==> config.mk <==
export PLATFORM = sky130hd
export DESIGN_NAME = pipe_stage_skid
export DESIGN_NICKNAME = d
export VERILOG_FILES = /design/src/rtl/pipe_stage_skid.sv
export SDC_FILE = /design/constraint.sdc
export NUM_CORES = 1
export LEC_CHECK = 0
export BUFFER_PORTS_ARGS = -buffer_cell sky130_fd_sc_hd__buf_2
export CORE_MARGIN = 8
export CORE_UTILIZATION = 41
export DETAILED_ROUTE_END_ITERATION = 7
export GPL_TIMING_DRIVEN = 0
export SYNTH_ARGS = -nofsm -noshare
export SYNTH_HDL_FRONTEND = slang
export SYNTH_SLANG_ARGS = --single-unit
export TNS_END_PERCENT = 10
==> constraint.sdc <==
create_clock -name i_clk -period 2.4 [get_ports i_clk]
set_input_delay 0.48 -clock i_clk [delete_from_list [all_inputs] [get_ports i_clk]]
set_output_delay 0.48 -clock i_clk [all_outputs]
set_load 0.02 [all_outputs]
==> src/rtl/pipe_stage_skid.sv <==
// pipe_stage_skid: valid/ready pipeline register with 2-entry skid, flush, step gating, sticky halt; ports i_clk,i_rst,i_step,i_flush,i_valid/o_ready/i_data/i_ctrl in, o_valid/i_ready/o_data/o_ctrl out, o_occupancy, o_halted
module pipe_stage_skid #(
  parameter int DATA_W   = 96,
  parameter int CTRL_W   = 16,
  parameter int HALT_EN  = 1,
  parameter int HALT_BIT = 0
) (
  input  logic              i_clk,
  input  logic              i_rst,
  input  logic              i_step,
  input  logic              i_flush,
  input  logic              i_valid,
  output logic              o_ready,
  input  logic [DATA_W-1:0] i_data,
  input  logic [CTRL_W-1:0] i_ctrl,
  output logic              o_valid,
  input  logic              i_ready,
  output logic [DATA_W-1:0] o_data,
  output logic [CTRL_W-1:0] o_ctrl,
  output logic [1:0]        o_occupancy,
  output logic              o_halted
);
  logic              main_v, skid_v, halted, accept, drain;
  logic [DATA_W-1:0] main_d, skid_d;
  logic [CTRL_W-1:0] main_c, skid_c;
  always_comb begin
    o_ready     = ~skid_v & ~halted;
    accept      = i_step & i_valid & o_ready;
    drain       = i_step & main_v & i_ready;
    o_valid     = main_v;
    o_data      = main_d;
    o_ctrl      = main_c;
    o_occupancy = {skid_v, main_v & ~skid_v};
    o_halted    = halted;
  end
  always_ff @(posedge i_clk) begin
    if (i_rst) begin
      main_v <= 1'b0;
      skid_v <= 1'b0;
      halted <= 1'b0;
      main_d <= '0;
      skid_d <= '0;
      main_c <= '0;
      skid_c <= '0;
    end else if (i_step) begin
      if (HALT_EN != 0 && accept && i_ctrl[HALT_BIT]) halted <= 1'b1;
      if (i_flush) begin
        main_v <= 1'b0;
        main_c <= '0;
        skid_v <= 1'b0;
        skid_c <= '0;
      end else if (skid_v) begin
        if (drain) begin
          main_d <= skid_d;
          main_c <= skid_c;
          skid_v <= 1'b0;
          skid_c <= '0;
        end
      end else if (accept && main_v && !drain) begin
        skid_d <= i_data;
        skid_c <= i_ctrl;
        skid_v <= 1'b1;
      end else if (accept) begin
        main_d <= i_data;
        main_c <= i_ctrl;
        main_v <= 1'b1;
      end else if (drain) begin
        main_v <= 1'b0;
        main_c <= '0;
      end
    end
  end
endmodule

==> summary.txt, run 1 <==
status = finished clean
post-route clock skew = 0.00537 ns
CP Class = register to primary output
via count = 8144
DIE HEIGHT = 169 um
Hold Path Stages = 3
final hold violations = 0
register area share after synthesis = 0.475
clk root buf = clkbuf_16
Post-Synthesis Net Count = 1141
layout cells sized above 1 = 0.325
Post-Syn Area = 9580 um2
met3 wire len = 2020 um
Leakage = 4.43 nW
Starting Density = 0.413
final worst slack = 0.107 ns
residual DRC count = 0
unrepaired setup endpoints after global routing = no
Worst slew margin = 0.460
f_max = 436 MHz
register bit total from synthesis = 227
Hold Path Class = primary input to register
fin crit period = 2.29 ns
Pins Over Slew Limit = 0
Setup TNS = 0 ns
YS warnings = 0
Avg Synthesized Cell Area = 9.36 um2
vias per inst = 5.04
port bufs = 233
routed length on met1 = 12800 um
global placement routability congestion = 0.786
CP arrival = 1.81 ns
R2R cell count = 7
Die Wd = 169 um
fin crit share = 0.955
post-synth cell types = 37
Routed WL per cell = 17.1 um
Post-Syn Instances = 1023
post-route ant nets = 0
drt pass-1 iters = 5
DR WL met2 = 12500 um
Total Die Area = 28500 um2
DRT Wirelength = 27700 um
largest net degree at the start of global routing = 20
clock slew at reported path FFs = 0.06 ns
Worst-Skew Late Latency = 0.52 ns
grt ovf = 0
antenna violations before repair = 4
worst slack, placed = 0.164 ns
I/O Pins = 235
first-pass GRT wire length = 43900 um
MaxCap Viol Count = 0
worst slew pin tran = 0.805 ns
P&R area growth vs syn = 24.3%
buffer levels on the longest clock path = 3
Core Rows = 56
TritonCTS buffer count = 25
Sink Count = 227
CP Launch Type = register
vias in the first global route = 8256
Hold-fix buffers, CTS = 0
crit-path max FO = 19
Final setup viols = 0
Overall Global Routing Usage = 0.187
pwr dens = 702 nW/um2
DPL Wire Length = 19700 um
worst path required time = 1.92 ns
nets = 1400
highest routed layer = met5
1st-iter DRT viols = 434
CORE AREA = 23200 um2
H-tree Lvls = 1
peak supply drop = 0.000500 V
Crit. End Element = primary output
CTS tree = yes
-- cells in the mapped netlist --
| library cell | count | area [um2] |
|---|---|---|
| nor2_1 | 114 | 428 |
| nor2_2 | 1 | 6.26 |
| a21boi_0 | 1 | 7.51 |
| dfxtp_1 | 227 | 4540 |
| a22o_1 | 1 | 8.76 |
| a211oi_2 | 94 | 1180 |
| buf_2 | 26 | 130 |
| a221oi_1 | 15 | 131 |
| nand3_1 | 17 | 85.1 |
| or3_1 | 1 | 6.26 |
| a31oi_1 | 1 | 6.26 |
| a21boi_1 | 1 | 7.51 |
| buf_6 | 11 | 124 |
| and2b_1 | 1 | 7.51 |
| o31ai_1 | 1 | 7.51 |
| a32o_1 | 1 | 10.0 |
| buf_4 | 20 | 150 |
| nor2b_1 | 3 | 18.8 |
| a31o_2 | 1 | 8.76 |
| and3b_1 | 2 | 17.5 |
| and3_1 | 1 | 6.26 |
| and2_1 | 1 | 6.26 |
| nand3b_1 | 1 | 7.51 |
| o21ai_0 | 17 | 85.1 |
| nor3b_2 | 1 | 12.5 |
| nor3_1 | 16 | 80.1 |
| nand2b_1 | 16 | 100 |
| mux2i_1 | 96 | 961 |
| a21oi_1 | 98 | 490 |
| and2_0 | 1 | 6.26 |
| a21o_1 | 1 | 7.51 |
| o221a_4 | 1 | 20.0 |
| nand2_1 | 194 | 728 |
| a22oi_1 | 1 | 7.51 |
| a22oi_4 | 1 | 21.3 |
| a211oi_1 | 3 | 22.5 |
| clkbuf_1 | 35 | 131 |
-- area by class of cell --
cell class                      count  area [um2]
Buffer                             91         534
Antenna cell                        2        5.00
Timing Repair Buffer              233        1170
Clock inverter                      4        48.8
Clock buffer                       36         707
Tap cell                          319         399
Fill cell                        2231       11300
Sequential cell                   227        4540
Multi-Input combinational cell    704        4500
-- routing by layer --
layer	up-vias	GRT usage
met1	3815	0.243
met3	36	0.0526
met2	227	0.305
met5	-	0
met4	6	0.0384
li1	4060	-
-- logic make-up after synthesis --
| kind of cell | after synthesis | synth area share |
|---|---|---|
| AOI/OAI and AO/OA | 238 | 0.211 |
| buffers and inverters | 92 | 0.0559 |
| DFF | 227 | 0.475 |
| muxes | 96 | 0.100 |
| and+or+nand+nor | 370 | 0.158 |
-- cell usage in the layout (no fill, tap or decap), types with 4 or more instances in the layout --
cell type	netlist	final
buf_2	26	258
dfxtp_1	227	227
nand2_1	194	194
nor2_1	114	114
a21oi_1	98	98
mux2i_1	96	96
a211oi_2	94	94
clkbuf_1	35	42
clkbuf_16	0	25
buf_4	20	19
nand3_1	17	17
o21ai_0	17	17
nor3_1	16	16
nand2b_1	16	16
a221oi_1	15	15
buf_6	11	12
clkbuf_8	0	4
-- registers in the layout, summed over array words and instances (netlist names) --
name	flops
o_valid	1
o_data	96
skid_v	1
skid_d	96
o_ctrl	16
skid_c	16
o_halted	1
-- worst max-delay path, stage by stage (launching register included) --
cell     delay (ns)
dfxtp_1        0.33
buf_4          0.18
buf_4          0.24
buf_6          0.28
nor2b_1        0.08
buf_2          0.18
-- power breakdown --
| group | total [W] | switching [W] | leakage, nW | internal, W |
|---|---|---|---|---|
| clock network | 0.00364 | 0.00151 | 0.372 | 0.00213 |
| registers | 0.00391 | 0.0000503 | 1.84 | 0.00386 |
| logic | 0.000797 | 0.000502 | 2.22 | 0.000295 |
-- stage by stage --
| stage | hold WS, ns | utilization | instances | total power, W | cell area (um2) |
|---|---|---|---|---|---|
| finish | 0.196 | 0.513 | 1616 | 0.00835 | 11900 |
| global route | 0.186 | 0.513 | 1615 | 0.00867 | 11900 |
| CTS | 0.180 | 0.513 | 1614 | 0.00844 | 11900 |
| detailed placement | 0.446 | 0.480 | 1575 | 0.00480 | 11100 |
| global placement | 0.439 | 0.480 | 1575 | 0.00479 | 11100 |
| floorplan | 0.436 | - | 1023 | 0.00447 | 9580 |
-- repair_timing --
| action | in CTS | in global routing |
|---|---|---|
| gates resized for setup | 1 | 0 |
| endpoints found under the hold margin | 0 | 0 |
| buffers inserted | 0 | 0 |
| endpoints found under the setup margin | 2 | 0 |
-- path summary, 6_finish.rpt --
path | start | endpoint | slack [ns]
setup / recovery | skid_v$_SDFFE_PP0P_ | o_occupancy[0] | 0.11
hold / removal | i_ctrl[0] | skid_c[0]$_SDFFE_PP0P_ | 0.20
setup reg to reg | skid_v$_SDFFE_PP0P_ | skid_d[89]$_SDFFE_PP0P_ | 0.43
hold reg to reg | skid_d[36]$_SDFFE_PP0P_ | skid_d[36]$_SDFFE_PP0P_ | 0.45
No activity file was read; power rests on OpenSTA's default activity.
==> run 2, diff against run 1 <==
CTS_BUF_LIST = sky130_fd_sc_hd__clkbuf_4 sky130_fd_sc_hd__clkbuf_8 sky130_fd_sc_hd__clkbuf_16   (was default)
PLACE_DENSITY = 0.66   (was default)
==> run 2 against run 1 <==
Die area unchanged. Clock skew is 0.0062 ns higher. Utilization is 0.39 points higher. Final cell count is essentially flat. Maximum frequency rose by 2.0%. Worst hold slack better by 0.0086 ns. Clock-buffer cell count down 3. Clock power grew 8.0%. Global-route usage decreased by 0.26 points. Worst setup slack better by 0.046 ns. Via count increased by 0.39%. Critical path type unchanged.
==> summary.txt, run 2 (synthesis results as in run 1) <==
status = finished clean
Pins Over Slew Limit = 0 (unchanged)
final worst slack = 0.153 ns (+0.0457 ns)
peak supply drop = 0.000452 V (-9.6%)
residual DRC count = 0 (unchanged)
crit-path max FO = 19 (unchanged)
grt ovf = 0 (unchanged)
nets = 1399 (-0.071%)
post-route design area = 12000 um2 (+0.77%)
f_max = 445 MHz (+2.0%)
CORE AREA = 23200 um2 (unchanged)
Overall Global Routing Usage = 0.184 (-0.00265)
Starting Density = 0.413 (unchanged)
Hold-fix buffers, CTS = 0 (unchanged)
I/O Pins = 235 (unchanged)
Routed WL per cell = 16.7 um (-2.3%)
Sink Count = 227 (unchanged)
MaxCap Viol Count = 0 (unchanged)
most frequent cells in the layout = buf_2 (258), dfxtp_1 (227), nand2_1 (194)
Core Rows = 56 (unchanged)
final non-filler cell total = 1617 (+0.062%)
utilization after layout = 0.517 (+0.00394)
global placement routability congestion = 0.814 (+3.5%)
Worst slew margin = 0.470 (+0.0101)
fill cell count = 2165 (-3.0%)
CP Launch Type = register
final hold violations = 0 (unchanged)
vias per inst = 5.06 (+0.33%)
area post-placement = 11100 um2 (unchanged)
RR Startpoint = skid_v$_SDFFE_PP0P_
R2R cell count = 7 (unchanged)
Critical Path Source = skid_v$_SDFFE_PP0P_
CTS tree = yes
Hold Path Class = primary input to register
CP Class = register to primary output
via count = 8176 (+0.39%)
post-route ant nets = 0 (unchanged)
DPL Wire Length = 19400 um (-1.3%)
DRT Wirelength = 27100 um (-2.2%)
worst path required time = 1.92 ns (about the same)
Die Wd = 169 um (unchanged)
Hold Path Stages = 3 (unchanged)
DIE HEIGHT = 169 um (unchanged)
largest net degree at the start of global routing = 20 (unchanged)
r2r setup slk = 0.43 ns (about the same)
fin crit period = 2.25 ns (-0.0457 ns)
layout cells sized above 1 = 0.332 (+0.00644)
CP arrival = 1.77 ns (-0.04 ns)
H-tree Lvls = 1 (unchanged)
worst slew pin tran = 0.796 ns (-0.00900 ns)
pwr dens = 720 nW/um2 (+2.6%)
unrepaired setup endpoints after global routing = no
worst slack, placed = 0.153 ns (-0.0115 ns)
P&R area growth vs syn = 25.2%
Crit Reg-Reg Endpoint = skid_d[88]$_SDFFE_PP0P_
clk root buf = clkbuf_16
clock slew at reported path FFs = 0.07 ns (about the same)
Worst-Skew Late Latency = 0.51 ns (about the same)
drt pass-1 iters = 5 (unchanged)
Total Die Area = 28500 um2 (unchanged)
Crit. End Element = primary output
Setup TNS = 0 ns (unchanged)
Setup crit end = o_occupancy[0]
Leakage = 4.48 nW (+1.2%)
1st-iter DRT viols = 505 (+16%)
first-pass GRT wire length = 43200 um (-1.5%)
Final setup viols = 0 (unchanged)
fin crit share = 0.936 (-0.0191)
TritonCTS buffer count = 24 (-4.0%)
most common cell after layout, fill and taps aside = buf_2
antenna violations before repair = 1 (-3)
post-route clock skew = 0.0116 ns (+0.00622 ns)
port bufs = 233 (unchanged)
buffer levels on the longest clock path = 3 (unchanged)
Placed Cells = 1575 (unchanged)
vias in the first global route = 8222 (-0.41%)
-- run 2: changes by cell type in the layout (fill, tap and decap cells not counted) --
cell	change
inv_6	-1
bufinv_16	+2
clkbuf_8	+2
clkbuf_1	-7
buf_6	-1
buf_8	+1
clkbuf_4	+2
clkinvlp_4	+1
clkinv_2	+3
diode_2	-1
-- run 2: cell type report --
class	count	area, um2	area share
flip-flops and latches	227	4540	0.379
multi-input cells	704	4500	0.375
repair buffers	233	1170	0.0972
clock buffers	33	723	0.0603
plain buffers	91	538	0.0449
well taps	319	399	0.0333
clock inverters	9	123	0.0102
diodes	1	2.50	0.000209
-- run 2: routing by layer --
layer	wire length, um	global-route usage
met1	12300	0.239
met3	1660	0.0440
met5	10	0
met2	12500	0.302
met4	609	0.0505
-- run 2: what timing repair did --
| action | CTS | global route |
|---|---|---|
| pin swaps | 0 | 0 |
| gates resized for setup | 1 | 1 |
| setup endpoints to repair | 2 | 2 |
| setup buffers | 0 | 0 |
-- run 2: report_power, final --
group	internal, W	switching (W)
Clock	0.00242	0.00152
Combinational	0.000295	0.000500
Sequential	0.00386	0.0000493
Total	0.00657	0.00206
-- run 2: worst min path at each step --
stage                            from                      end
3_3_place_gp   o_ctrl[0]$_SDFFE_PP0P_   o_ctrl[0]$_SDFFE_PP0P_
4_1_cts                    i_data[30]  skid_d[30]$_SDFFE_PP0P_
6_report                    i_ctrl[9]   skid_c[9]$_SDFFE_PP0P_
5_1_grt                    i_data[73]  skid_d[73]$_SDFFE_PP0P_
3_5_place_dp   o_ctrl[0]$_SDFFE_PP0P_   o_ctrl[0]$_SDFFE_PP0P_
2_1_floorplan  skid_d[0]$_SDFFE_PP0P_   skid_d[0]$_SDFFE_PP0P_
-- run 2: per-stage QoR --
step / hold WS, ns / total power [W]
3_3_place_gp: 0.440 / 0.00479
5_1_grt: 0.202 / 0.00896
6_report: 0.205 / 0.00864
4_1_cts: 0.183 / 0.00876
2_1_floorplan: 0.436 / 0.00447
3_5_place_dp: 0.441 / 0.00479
-- run 2: critical path, cell delays in order, from the launching register on --
cell     delay [ns]
dfxtp_1        0.33
buf_4          0.18
buf_4          0.25
buf_8          0.25
nor2b_1        0.07
buf_2          0.17
==> run 3, diff against run 2 <==
--- a/config.mk
+++ b/config.mk
@@ -13,4 +13,5 @@
 export GPL_TIMING_DRIVEN = 0
 export PLACE_DENSITY = 0.66
+export SETUP_SLACK_MARGIN = 0.4
 export SYNTH_ARGS = -nofsm -noshare
 export SYNTH_HDL_FRONTEND = slang
==> constraint.sdc (replaced) <==
create_clock -name i_clk -period 2.4 [get_ports i_clk]
set_input_delay 0.48 -clock i_clk [delete_from_list [all_inputs] [get_ports i_clk]]
set_output_delay 0.48 -clock i_clk [all_outputs]
set_load 0.1 [all_outputs]
==> run 3 against run 2 <==
Clock power decreased by 7.4%. Final cell count increased by 0.25%. Critical path depth increased by 1.
==> summary.txt, run 3 (synthesis results as in run 1) <==
clock slew at reported path FFs = 0.06 ns (about the same)
Starting Density = 0.413 (unchanged)
grt ovf = 0 (unchanged)
TritonCTS buffer count = 24 (unchanged)
final non-filler cell total = 1621 (+0.25%)
footprint of the multi-input gates = 4530 um2 (+0.86%)
R2R cell count = 6 (-1)
Worst slew margin = 0.472 (+0.00188)
worst slew pin tran = 0.793 ns (-0.00282 ns)
diode count = 0 (-1)
Leakage = 4.51 nW (+0.75%)
CTS tree = yes
port bufs = 233 (unchanged)
f_max = 482 MHz (+8.3%)
fin crit period = 2.08 ns (-0.172 ns)
Pins Over Slew Limit = 0 (unchanged)
DRT Wirelength = 27400 um (+0.99%)
Core Rows = 56 (unchanged)
vias per inst = 5.06 (about the same)
Hold Path Class = primary input to register
Hold Crit Start = i_ctrl[4]
first-pass GRT wire length = 43400 um (+0.45%)
RR Startpoint = skid_v$_SDFFE_PP0P_
post-route ant nets = 0 (unchanged)
Setup TNS = 0 ns (unchanged)
buffer levels on the longest clock path = 3 (unchanged)
Hold Path Stages = 3 (unchanged)
Placed Cells = 1575 (unchanged)
Final setup viols = 0 (unchanged)
crit-path max FO = 3 (-16)
nets = 1405 (+0.43%)
Overall Global Routing Usage = 0.185 (about the same)
peak supply drop = 0.000459 V (+1.5%)
via count = 8198 (+0.27%)
final hold violations = 0 (unchanged)
residual DRC count = 0 (unchanged)
post-route clock skew = 0.00735 ns (-0.00424 ns)
Worst-Skew Late Latency = 0.51 ns (about the same)
fill cell count = 2209 (+2.0%)
layout cells sized above 1 = 0.339 (+0.00794)
drt pass-1 iters = 7 (+2)
H-tree Lvls = 1 (unchanged)
Routed WL per cell = 16.9 um (+0.74%)
pwr dens = 731 nW/um2 (+1.5%)
worst path required time = 1.92 ns (about the same)
MaxCap Viol Count = 0 (unchanged)
P&R area growth vs syn = 26.3%
Gate power share = 0.146 (+0.054)
Crit. End Element = primary output
CP arrival = 1.60 ns (-0.17 ns)
DPL Wire Length = 19500 um (+0.29%)
Clk pwr share = 0.412 (-0.043)
unrepaired setup endpoints after global routing = yes
switching power = 0.00251 W (+22%)
fin crit share = 0.865 (-0.0715)
1st-iter DRT viols = 494 (-2.2%)
vias in the first global route = 8205 (-0.21%)
CORE AREA = 23200 um2 (unchanged)
Total Die Area = 28500 um2 (unchanged)
antenna violations before repair = 3 (+2)
Reg power frac = 0.442 (-0.011)
Die Wd = 169 um (unchanged)
r2r setup slk = 0.49 ns (+0.06 ns)
most frequent cells in the layout = buf_2 (255), dfxtp_1 (224), nand2_1 (194)
global placement routability congestion = 0.793 (-2.6%)
CP Launch Type = register
CP Class = register to primary output
largest net degree at the start of global routing = 14 (-30%)
status = finished clean
Hold-fix buffers, CTS = 0 (unchanged)
I/O Pins = 235 (unchanged)
Sink Count = 227 (unchanged)
utilization after layout = 0.522 (+0.00459)
Sw Share = 0.284 (+0.0449)
Reg area = 4550 um2 (about the same)
P_int = 0.00633 W (-3.7%)
clk root buf = clkbuf_16
Crit Reg-Reg Endpoint = o_ctrl[14]$_SDFFE_PP0P_
DIE HEIGHT = 169 um (unchanged)
most common cell after layout, fill and taps aside = buf_2
WHS Endpoint = skid_c[4]$_SDFFE_PP0P_
run 3: how the worst max path moves through the flow:
| stage | cells past startpoint | endpoint | from |
|---|---|---|---|
| CTS | 6 | o_occupancy[0] | skid_v$_SDFFE_PP0P_ |
| detailed placement | 6 | o_occupancy[0] | skid_v$_SDFFE_PP0P_ |
| finish | 6 | o_occupancy[0] | skid_v$_SDFFE_PP0P_ |
| floorplan | 5 | o_ready | skid_v$_SDFFE_PP0P_ |
| global placement | 5 | skid_d[35]$_SDFFE_PP0P_ | i_rst |
| global route | 6 | o_occupancy[0] | skid_v$_SDFFE_PP0P_ |
run 3: per-layer routing:
layer	vias up	wire [um]	GRT usage
li1	4053	-	-
met1	3886	12700	0.244
met2	225	12500	0.302
met3	28	1800	0.0431
met4	6	386	0.0404
met5	-	29	0
run 3: layout make-up:
class,count,share of cell area
tap,319,0.0330
timing repair buffer,238,0.102
multi-input combinational,704,0.375
sequential,227,0.376
clock buffer,36,0.0627
clock inverter,5,0.00228
buffer,92,0.0493
run 3: what timing repair did:
item | 4_1_cts | 5_1_grt
setup buffers | 5 | 0
pin swaps | 0 | 1
gates resized for setup | 22 | 9
endpoints found under the setup margin | 2 | 67
run 3: worst max-delay path: stages (launching register included):
cell	delay, ns
dfxtp_2	0.33
buf_6	0.12
buf_12	0.11
buf_12	0.11
buf_12	0.12
nor2b_4	0.12
buf_12	0.18
run 3: through the flow:
stage | worst slack (ns) | cell area, um2 | hold slack (ns) | total power, W
final | 0.324 | 12100 | 0.219 | 0.00884
after global routing | 0.269 | 12100 | 0.201 | 0.00916
after CTS | 0.298 | 12100 | 0.193 | 0.00893
after detailed placement | 0.169 | 11200 | 0.446 | 0.00528
after global placement | 0.166 | 11200 | 0.441 | 0.00527
after floorplan | 0.124 | 9590 | 0.436 | 0.00495
run 3: power groups by stage:
stage | Combinational [W] | Sequential (W) | Clock [W]
detailed placement | 0.00128 | 0.00399 | 0
finish | 0.00129 | 0.00391 | 0.00364
global route | 0.00136 | 0.00392 | 0.00387
CTS | 0.00130 | 0.00391 | 0.00373
floorplan | 0.000398 | 0.00455 | 0
global placement | 0.00128 | 0.00399 | 0
